==> src/rtl/sig_align_ctrl_if.sv <==
// sig_align_ctrl_if: operand-group and aligner-command bundle for sig_align_ctrl
interface sig_align_ctrl_if #(
  parameter int expWidth = 4,
  parameter int sigWidth = 4
);
  logic in_valid;
  logic in_ready;
  logic [4*expWidth-1:0] in_exp;
  logic [4*sigWidth-1:0] in_sig;
  logic [3:0] in_sign;
  logic [1:0] in_mode;
  logic cfg_we;
  logic [3:0] cfg_c1;
  logic [3:0] cfg_c2;
  logic out_valid;
  logic out_ready;
  logic [4*expWidth-1:0] exp_offset_num;
  logic [4*sigWidth-1:0] significand;
  logic [3:0] sign;
  logic [3:0] complement_sign1;
  logic [3:0] complement_sign2;
  logic [expWidth-1:0] max_exp;
  logic [15:0] stall_cnt;
  modport master (
    output in_valid, in_exp, in_sig, in_sign, in_mode, cfg_we, cfg_c1, cfg_c2, out_ready,
    input in_ready, out_valid, exp_offset_num, significand, sign,
    input complement_sign1, complement_sign2, max_exp, stall_cnt
  );
  modport slave (
    input in_valid, in_exp, in_sig, in_sign, in_mode, cfg_we, cfg_c1, cfg_c2, out_ready,
    output in_ready, out_valid, exp_offset_num, significand, sign,
    output complement_sign1, complement_sign2, max_exp, stall_cnt
  );
endinterface

==> src/rtl/sig_align_ctrl.sv <==
// sig_align_ctrl: 2-stage aligner command sequencer; SIG_ALIGN_CTRL_ZERO_FLUSH_EN forces exp==0 lanes to full shift
module sig_align_ctrl #(
  parameter int expWidth = 4,
  parameter int sigWidth = 4,
  parameter int low_expand = 2
) (
  input logic clk,
  input logic rst_n,
  sig_align_ctrl_if.slave bus
);
  localparam int SAT = sigWidth + 3 + low_expand;
  localparam logic CLAMP = SAT < (2 ** expWidth);
  localparam logic [expWidth-1:0] SATV = expWidth'(SAT);
  logic s1_valid;
  logic s1_adv;
  logic accept;
  logic [4*expWidth-1:0] s1_exp;
  logic [4*expWidth-1:0] off;
  logic [4*sigWidth-1:0] s1_sig;
  logic [3:0] s1_sign;
  logic [3:0] s1_c1;
  logic [3:0] s1_c2;
  logic [3:0] pc1;
  logic [3:0] pc2;
  logic [3:0] c1;
  logic [3:0] c2;
  logic [expWidth-1:0] s1_max;
  logic [expWidth-1:0] m01;
  logic [expWidth-1:0] m23;
  logic [expWidth-1:0] mx;
  logic [expWidth-1:0] ie [4];
  assign s1_adv = !bus.out_valid || bus.out_ready;
  assign bus.in_ready = !s1_valid || s1_adv;
  assign accept = bus.in_valid && bus.in_ready;
  for (genvar k = 0; k < 4; k++) begin : g_lane
    logic [expWidth-1:0] e;
    logic [expWidth-1:0] d;
    assign ie[k] = bus.in_exp[expWidth*k +: expWidth];
    assign e = s1_exp[expWidth*k +: expWidth];
    assign d = s1_max - e;
`ifdef SIG_ALIGN_CTRL_ZERO_FLUSH_EN
    assign off[expWidth*k +: expWidth] = (e == '0 || (CLAMP && d >= SATV)) ? SATV : d;
`else
    assign off[expWidth*k +: expWidth] = (CLAMP && d >= SATV) ? SATV : d;
`endif
  end
  assign m01 = ie[0] > ie[1] ? ie[0] : ie[1];
  assign m23 = ie[2] > ie[3] ? ie[2] : ie[3];
  assign mx = m01 > m23 ? m01 : m23;
  assign c1 = bus.in_mode == 2'd3 ? pc1 : 4'b0000;
  assign c2 = bus.in_mode == 2'd0 ? 4'b0000 :
              bus.in_mode == 2'd1 ? 4'b1100 :
              bus.in_mode == 2'd2 ? 4'b1010 : pc2;
  always_ff @(posedge clk) begin
    if (!rst_n) begin
      s1_valid <= 1'b0;
      s1_exp <= '0;
      s1_sig <= '0;
      s1_sign <= '0;
      s1_max <= '0;
      s1_c1 <= '0;
      s1_c2 <= '0;
      pc1 <= 4'b0000;
      pc2 <= 4'b1111;
      bus.out_valid <= 1'b0;
      bus.exp_offset_num <= '0;
      bus.significand <= '0;
      bus.sign <= '0;
      bus.complement_sign1 <= '0;
      bus.complement_sign2 <= '0;
      bus.max_exp <= '0;
      bus.stall_cnt <= '0;
    end else begin
      if (bus.cfg_we) begin
        pc1 <= bus.cfg_c1;
        pc2 <= bus.cfg_c2;
      end
      if (bus.out_valid && !bus.out_ready && bus.stall_cnt != 16'hFFFF)
        bus.stall_cnt <= bus.stall_cnt + 16'd1;
      if (bus.in_ready)
        s1_valid <= bus.in_valid;
      if (accept) begin
        s1_exp <= bus.in_exp;
        s1_sig <= bus.in_sig;
        s1_sign <= bus.in_sign;
        s1_max <= mx;
        s1_c1 <= c1;
        s1_c2 <= c2;
      end
      if (s1_adv)
        bus.out_valid <= s1_valid;
      if (s1_adv && s1_valid) begin
        bus.exp_offset_num <= off;
        bus.significand <= s1_sig;
        bus.sign <= s1_sign;
        bus.complement_sign1 <= s1_c1;
        bus.complement_sign2 <= s1_c2;
        bus.max_exp <= s1_max;
      end
    end
  end
endmodule

==> src/flat_wrapper.sv <==
// flat-port wrapper written by rule: the top's interface ports become plain ports
module sig_align_ctrl_flat 
#(
  parameter int expWidth = 4,
  parameter int sigWidth = 4,
  parameter int low_expand = 2
)
  (clk, rst_n, bus_in_valid, bus_in_exp, bus_in_sig, bus_in_sign, bus_in_mode, bus_cfg_we, bus_cfg_c1, bus_cfg_c2, bus_out_ready, bus_in_ready, bus_out_valid, bus_exp_offset_num, bus_significand, bus_sign, bus_complement_sign1, bus_complement_sign2, bus_max_exp, bus_stall_cnt);
  sig_align_ctrl_if #(.expWidth(expWidth), .sigWidth(sigWidth)) bus_i ();
  input logic clk;
  input logic rst_n;
  input wire logic [$bits(bus_i.in_valid)-1:0] bus_in_valid;
  input wire logic [$bits(bus_i.in_exp)-1:0] bus_in_exp;
  input wire logic [$bits(bus_i.in_sig)-1:0] bus_in_sig;
  input wire logic [$bits(bus_i.in_sign)-1:0] bus_in_sign;
  input wire logic [$bits(bus_i.in_mode)-1:0] bus_in_mode;
  input wire logic [$bits(bus_i.cfg_we)-1:0] bus_cfg_we;
  input wire logic [$bits(bus_i.cfg_c1)-1:0] bus_cfg_c1;
  input wire logic [$bits(bus_i.cfg_c2)-1:0] bus_cfg_c2;
  input wire logic [$bits(bus_i.out_ready)-1:0] bus_out_ready;
  output wire logic [$bits(bus_i.in_ready)-1:0] bus_in_ready;
  output wire logic [$bits(bus_i.out_valid)-1:0] bus_out_valid;
  output wire logic [$bits(bus_i.exp_offset_num)-1:0] bus_exp_offset_num;
  output wire logic [$bits(bus_i.significand)-1:0] bus_significand;
  output wire logic [$bits(bus_i.sign)-1:0] bus_sign;
  output wire logic [$bits(bus_i.complement_sign1)-1:0] bus_complement_sign1;
  output wire logic [$bits(bus_i.complement_sign2)-1:0] bus_complement_sign2;
  output wire logic [$bits(bus_i.max_exp)-1:0] bus_max_exp;
  output wire logic [$bits(bus_i.stall_cnt)-1:0] bus_stall_cnt;
  assign bus_i.in_valid = bus_in_valid;
  assign bus_i.in_exp = bus_in_exp;
  assign bus_i.in_sig = bus_in_sig;
  assign bus_i.in_sign = bus_in_sign;
  assign bus_i.in_mode = bus_in_mode;
  assign bus_i.cfg_we = bus_cfg_we;
  assign bus_i.cfg_c1 = bus_cfg_c1;
  assign bus_i.cfg_c2 = bus_cfg_c2;
  assign bus_i.out_ready = bus_out_ready;
  assign bus_in_ready = bus_i.in_ready;
  assign bus_out_valid = bus_i.out_valid;
  assign bus_exp_offset_num = bus_i.exp_offset_num;
  assign bus_significand = bus_i.significand;
  assign bus_sign = bus_i.sign;
  assign bus_complement_sign1 = bus_i.complement_sign1;
  assign bus_complement_sign2 = bus_i.complement_sign2;
  assign bus_max_exp = bus_i.max_exp;
  assign bus_stall_cnt = bus_i.stall_cnt;
  sig_align_ctrl #(.expWidth(expWidth), .sigWidth(sigWidth), .low_expand(low_expand)) u_core (.clk(clk), .rst_n(rst_n), .bus(bus_i));
endmodule
==> config.mk <==
export PLATFORM = sky130hd
export DESIGN_NAME = sig_align_ctrl_flat
export DESIGN_NICKNAME = d
export VERILOG_FILES = /design/src/rtl/sig_align_ctrl_if.sv /design/src/rtl/sig_align_ctrl.sv /design/src/flat_wrapper.sv
export SDC_FILE = /design/constraint.sdc
export NUM_CORES = 1
export LEC_CHECK = 0
export CORE_ASPECT_RATIO = 1.4
export CORE_UTILIZATION = 45
export CTS_CLUSTER_DIAMETER = 200
export DETAILED_ROUTE_END_ITERATION = 8
export GPL_TIMING_DRIVEN = 0
export HOLD_SLACK_MARGIN = 0.12
export MAX_ROUTING_LAYER = met4
export PLACE_DENSITY = 0.69
export SLEW_MARGIN = 0
export SYNTH_ARGS = -nofsm -noshare
export SYNTH_HDL_FRONTEND = slang
export SYNTH_SLANG_ARGS = --single-unit
==> constraint.sdc <==
create_clock -name clk -period 4.27 [get_ports clk]
set_input_delay 0.854 -clock clk [delete_from_list [all_inputs] [get_ports clk]]
set_output_delay 0.854 -clock clk [all_outputs]
set_load 0.01 [all_outputs]
## Word-level counts from Yosys, hierarchy flattened

Cells that the tools add are included.

- Order comparisons: 7
- Add/sub/neg operators: 5
- Muxes and demuxes: 11
- Reductions and logical operators: 10
- Eq/ne operators: 4

Operators by type and width:

| cell | number |
|---|---|
| $mux 4 | 11 |
| $add 16x1->16 const B | 1 |
| $ge 4x4->1 const B | 4 |
| $ne 16x16->1 const B | 1 |
| $sub 4x4->4 | 4 |
| $gt 4x4->1 | 3 |
| $eq 2x2->1 const B | 2 |
| $logic_and 1x1->1 | 4 |
| $logic_not 1->1 | 3 |
| $eq 2x1->1 const B | 1 |
| $logic_not 2->1 | 1 |
| $logic_or 1x1->1 | 2 |

- Bits of input ports: 51
- Word-level logic and storage cells: 54
- Register bits: 122
- Output and inout port bits: 66

## Depth between registers and ports, before layout

- Depth in word-level cells: 4
- Gate-level depth with buffers: 13
- Depth with buffers taken out: 13

## Worst setup path before layout

OpenSTA, ideal clock, no wires.

- Kind: input port to flip-flop
- Start point: input port bus_in_exp[5]
- End point: register u_core.s1_max[0]
- Setup time: 83 ps
- Slack: 1012 ps
- Stages: 13
- Data required time: 4187 ps
- Data arrival time: 3175 ps
- Path buffers: 0
- Path through: inv_1 -> ha_1 -> nor2b_1 -> o211ai_1 -> a21oi_1 -> mux2i_1 -> inv_1 -> ha_1 -> nor2b_1 -> o211ai_1 -> a21oi_1 -> or3_1 -> o221ai_1

- Word-level cells in the longest chain between the ends: 4

Ends and longest elaborated chain:

| what | RTL line | RTL |
|---|---|---|
| from (decl) | flat_wrapper.sv:13 | `input wire logic [$bits(bus_i.in_exp)-1:0] bus_in_exp;` |
| $gt 4x4->1 | sig_align_ctrl.sv:47 | `assign m01 = ie[0] > ie[1] ? ie[0] : ie[1];` |
| $mux 4 (*) | sig_align_ctrl.sv:47 |  |
| $gt 4x4->1 | sig_align_ctrl.sv:49 | `assign mx = m01 > m23 ? m01 : m23;` |
| $mux 4 (*) | sig_align_ctrl.sv:49 |  |
| to (signal assigned) | sig_align_ctrl.sv:86 | `s1_max <= mx;` |
| to (decl) | sig_align_ctrl.sv:27 | `logic [expWidth-1:0] s1_max;` |

Every way passes the cells marked *; elsewhere a longest branch is shown, timed or not.
A chain may end at the register's enable or synchronous reset.

## Worst setup path in the final report

- Start point: input port bus_in_exp[0]
- End point: register u_core.s1_max[1]

Same word-level chain as after synthesis.

==> summary.md <==
| Metric | Value |
|---|---|
| Outcome | completed |
| Synth Cell Area | 5431 µm² |
| Seq cells post-synth | around 120 |
| GPL Wtd Cong | approximately 0.85 |
| Clock buffer depth | 2 |
| Final period util | 87.07% |
| Max-cap viol count | 0 |
| Leakage power | 2.833 nW |
| WHS Endpoint | u_core.bus.significand[0]$_SDFFE_PN0P_ |
| CTS Hold Bufs | 0 |
| Main combinational cell family by area after synthesis | simple AND/OR/NAND/NOR gates |
| Worst r2r src | u_core.s1_max[1]$_SDFFE_PN0P_ |
| NumNets Final | around 860 |
| Pin count of the biggest net entering global routing | 17 |
| Peak VDD IR | ~0.32 mV |
| R2R Path End | u_core.bus.exp_offset_num[6]$_SDFFE_PN0P_ |
| Post_cts resized | 0 |
| Rows | between 40 and 50 |
| Post-Synth XOR/XNOR Area | between 2 and 3% |
| Hold Vio Cnt, Final | 0 |
| GRT Util Overall | 24.86% |
| Area leader, netlist | dfxtp_1 |
| Slew at the pin closest to its max-slew limit | 0.5632 ns |
| Power per cell area | ~430 nW/µm² |
| Clk_skew | about 0.013 ns |
| Initial DRC count | roughly 190 |
| Crit end category | flip-flop |
| Overflow after GRT | 0 |
| Setup-failing EPs final | 0 |
| Compound-Gate Fraction of Synth Area | between 10% and 20% |
| Worst R2R Setup Slack | approximately 2.2 ns |
| Relative slew slack | a little over three fifths |
| Fillers | roughly 1100 |
| R2R cell count | 6 |
| DRC viols | 0 |
| Post-synth EDFFs | 0 |
| CP Launch Type | input port |
| Worst min-delay path category | flip-flop to flip-flop |
| Number of H-tree levels | 4 |
| Worst path required time | around 4.6 ns |
| Postcts setup bufs | 0 |
| First-pass GRT wire length | 23030 µm |
| Placeable Area | 11820 µm² |
| Clk sinks | approximately 120 |
| Synth cell types | 50 |
| Pre-CTS setup slack | 0.1305 ns |
| Post-route setup slack | between 0.5 and 0.6 ns |
| Root Buffer | clkbuf_16 |
| Synth Area in Simple Gates | a little over a fifth |
| Synth top area share | ~45% |
| Synth Area in Adders | just over 7% |
| Period minus WS final | between 3 and 4 ns |
| Initial Utilization | between 40% and 50% |
| Setup TNS | 0 ns |
| TritonCTS clock tree | built |
| Synth area leaders | dfxtp_1 45%, nand2_1 12%, a21oi_1 9.1% |
| Die Wd | around 95 µm |
| Post-Synthesis Cells | 645 |
| CTS buffer count | 17 |
| Via-per-instance ratio | 5.317 |
| IO Pins | 117 |
| Share of layout cells above drive strength 1 | 7.722% |
| Critical path class | input port to flip-flop |
| Vias in the first global route | between 4000 and 5000 |
| Post-synthesis sequential area ratio | around 45% |
| Syn Area/Cell | about 8.4 µm² |
| Antenna-violating nets left | 0 |
| Worst Path Max Fanout | 4 |
| Max Fclk | 0.2690 GHz |
| Asr flop ratio synth | 0% |
| Mux contribution to synthesized area | 3.133% |
| Yosys Warn Count | 0 |
| Wire per inst | 15.50 µm |
| ANT cells | 0 |
| RSZ-0062 raised after global routing | false |
| Clock slew at reported path FFs | around 0.05 ns |
| Non-Filler Instances | 937 |
| Via count | between 4000 and 5000 |
| Worst Hold Depth | 2 |
| Placed cell count | ~910 |
| Dpl hpwl | 10780 µm |
| PortBufs | around 110 |
| Commonest cells in the netlist | 171 x nand2_1, 122 x dfxtp_1, 99 x a21oi_1 |
| Max-slew violation count | 0 |
| DRT Pass-1 Iters | 5 |
| Initial antenna violation count | 0 |
| Die Ht | 132.0 µm |
| Total power | between 3 and 4 mW |
| Crit path arrival time | 4.04 ns |
| Skew-Pair Late Insertion Delay | 0.42 ns |
| Worst hold start | u_core.s1_sig[0]$_SDFFE_PN0P_ |
| Most instantiated library cell after synthesis | nand2_1 |
| Top FF cell, synth | dfxtp_1 |
| Area Growth Syn to Fin | 35.15% |
| Final WL | ~15000 µm |
| Syn_nets | about 730 |
| Die area | 12520 µm² |
metal layers:
metal	vias to the layer above	part of all wire [%]	track usage, %	routed length [µm]
met4	0	3.0	11.87	438
met3	34	4.5	5.767	656
li1	2468	-	-	-
met1	2332	40	25.63	5849
met2	148	52	43.41	7574
met5	-	0	-	0
worst max path at each step:
stage | startpoint | to | slack (ns) | cells after the start
after global routing | bus_in_exp[0] | u_core.s1_max[3]$_SDFFE_PN0P_ | 0.41 | 14
after floorplan | bus_in_exp[5] | u_core.s1_max[0]$_SDFFE_PN0P_ | 1.01 | 13
after global placement | bus_in_exp[5] | u_core.s1_max[1]$_SDFFE_PN0P_ | 0.26 | 14
final | bus_in_exp[0] | u_core.s1_max[1]$_SDFFE_PN0P_ | 0.55 | 14
after CTS | bus_in_exp[0] | u_core.s1_max[1]$_SDFFE_PN0P_ | 0.54 | 14
after detailed placement | bus_in_exp[0] | u_core.s1_max[1]$_SDFFE_PN0P_ | 0.13 | 14
registers in the layout, summed over array words and instances (netlist names), 16 cells and up:
register                   flops
u_core.bus.exp_offset_num     16
u_core.bus.significand        16
u_core.bus.stall_cnt          16
u_core.s1_exp                 16
u_core.s1_sig                 16
final cells by class:
| cell class | count | area (µm²) | share of cell area [%] |
|---|---|---|---|
| multi-input combinational | 460 | 2718 | 37.02 |
| clock inverter | 12 | 147.6 | 2.011 |
| tap | 147 | 183.9 | 2.506 |
| timing repair buffer | 113 | 1131 | 15.41 |
| buffer | 38 | 177.7 | 2.420 |
| inverter | 25 | 93.84 | 1.278 |
| sequential | 122 | 2442 | 33.27 |
| clock buffer | 20 | 446.7 | 6.085 |
layout by cell type, fill, tap and decap left out, types with 4 or more instances in the layout:
cell             Yosys  layout
and3_1               5       5
clkbuf_1            22      24
nand3_1             13      13
o21ai_0             11      11
nand2_1            171     171
mux2i_1             17      17
inv_1               25      25
clkbuf_16            0      17
buf_2               10      10
and2_1               4       4
o211ai_1             5       5
ha_1                25      25
fa_1                 4       4
clkinv_2             0       5
nand4_1              6       6
o21a_1               5       5
a21oi_1             99      99
nor2_1              20      20
a211o_1              6       6
dfxtp_1            122     122
nor2b_1              4       4
clkdlybuf4s50_1      0     113
xor2_1              11      11
o221ai_1             4       4
xnor2_1              6       6
a31oi_1              4       4
buf_4                4       4
critical path, stage by stage:
cell	delay (ns)
clkdlybuf4s50_1	0.59
inv_1	0.07
ha_1	0.19
nor2b_1	0.11
o211ai_1	0.09
a21oi_1	0.44
mux2i_1	0.32
inv_1	0.07
ha_1	0.29
nor2b_1	0.13
o211ai_1	0.16
a21oi_1	0.12
or3_1	0.38
o221ai_1	0.21
power by group:
part,switching [mW],leakage (nW),total (mW),internal [mW]
logic,0.260,1.55,0.489,0.228
clock network,0.508,0.290,1.44,0.929
registers,0.0412,0.996,1.24,1.20
total,0.810,2.83,3.16,2.35
kinds of logic (layout without fill, tap and decap cells):
family / Yosys count / in the layout
buffers and inverters: 63 / 208
XOR/XNOR: 17 / 17
flip-flops: 122 / 122
multiplexers: 17 / 17
AO/OA/AOI/OAI: 145 / 145
adder cells (fa/ha/maj): 29 / 29
AND/OR/NAND/NOR: 252 / 252
metrics by stage:
step | hold slack [ns] | utilization, % | cell area [µm²]
final | 0.4511 | 62.10 | 7341
after global routing | 0.4721 | 62.10 | 7341
after CTS | 0.4522 | 62.10 | 7341
after detailed placement | 0.4448 | 57.08 | 6746
after global placement | 0.4378 | 57.08 | 6746
after floorplan | 0.4320 | - | 5431
No activity file was read; power rests on OpenSTA's default activity.
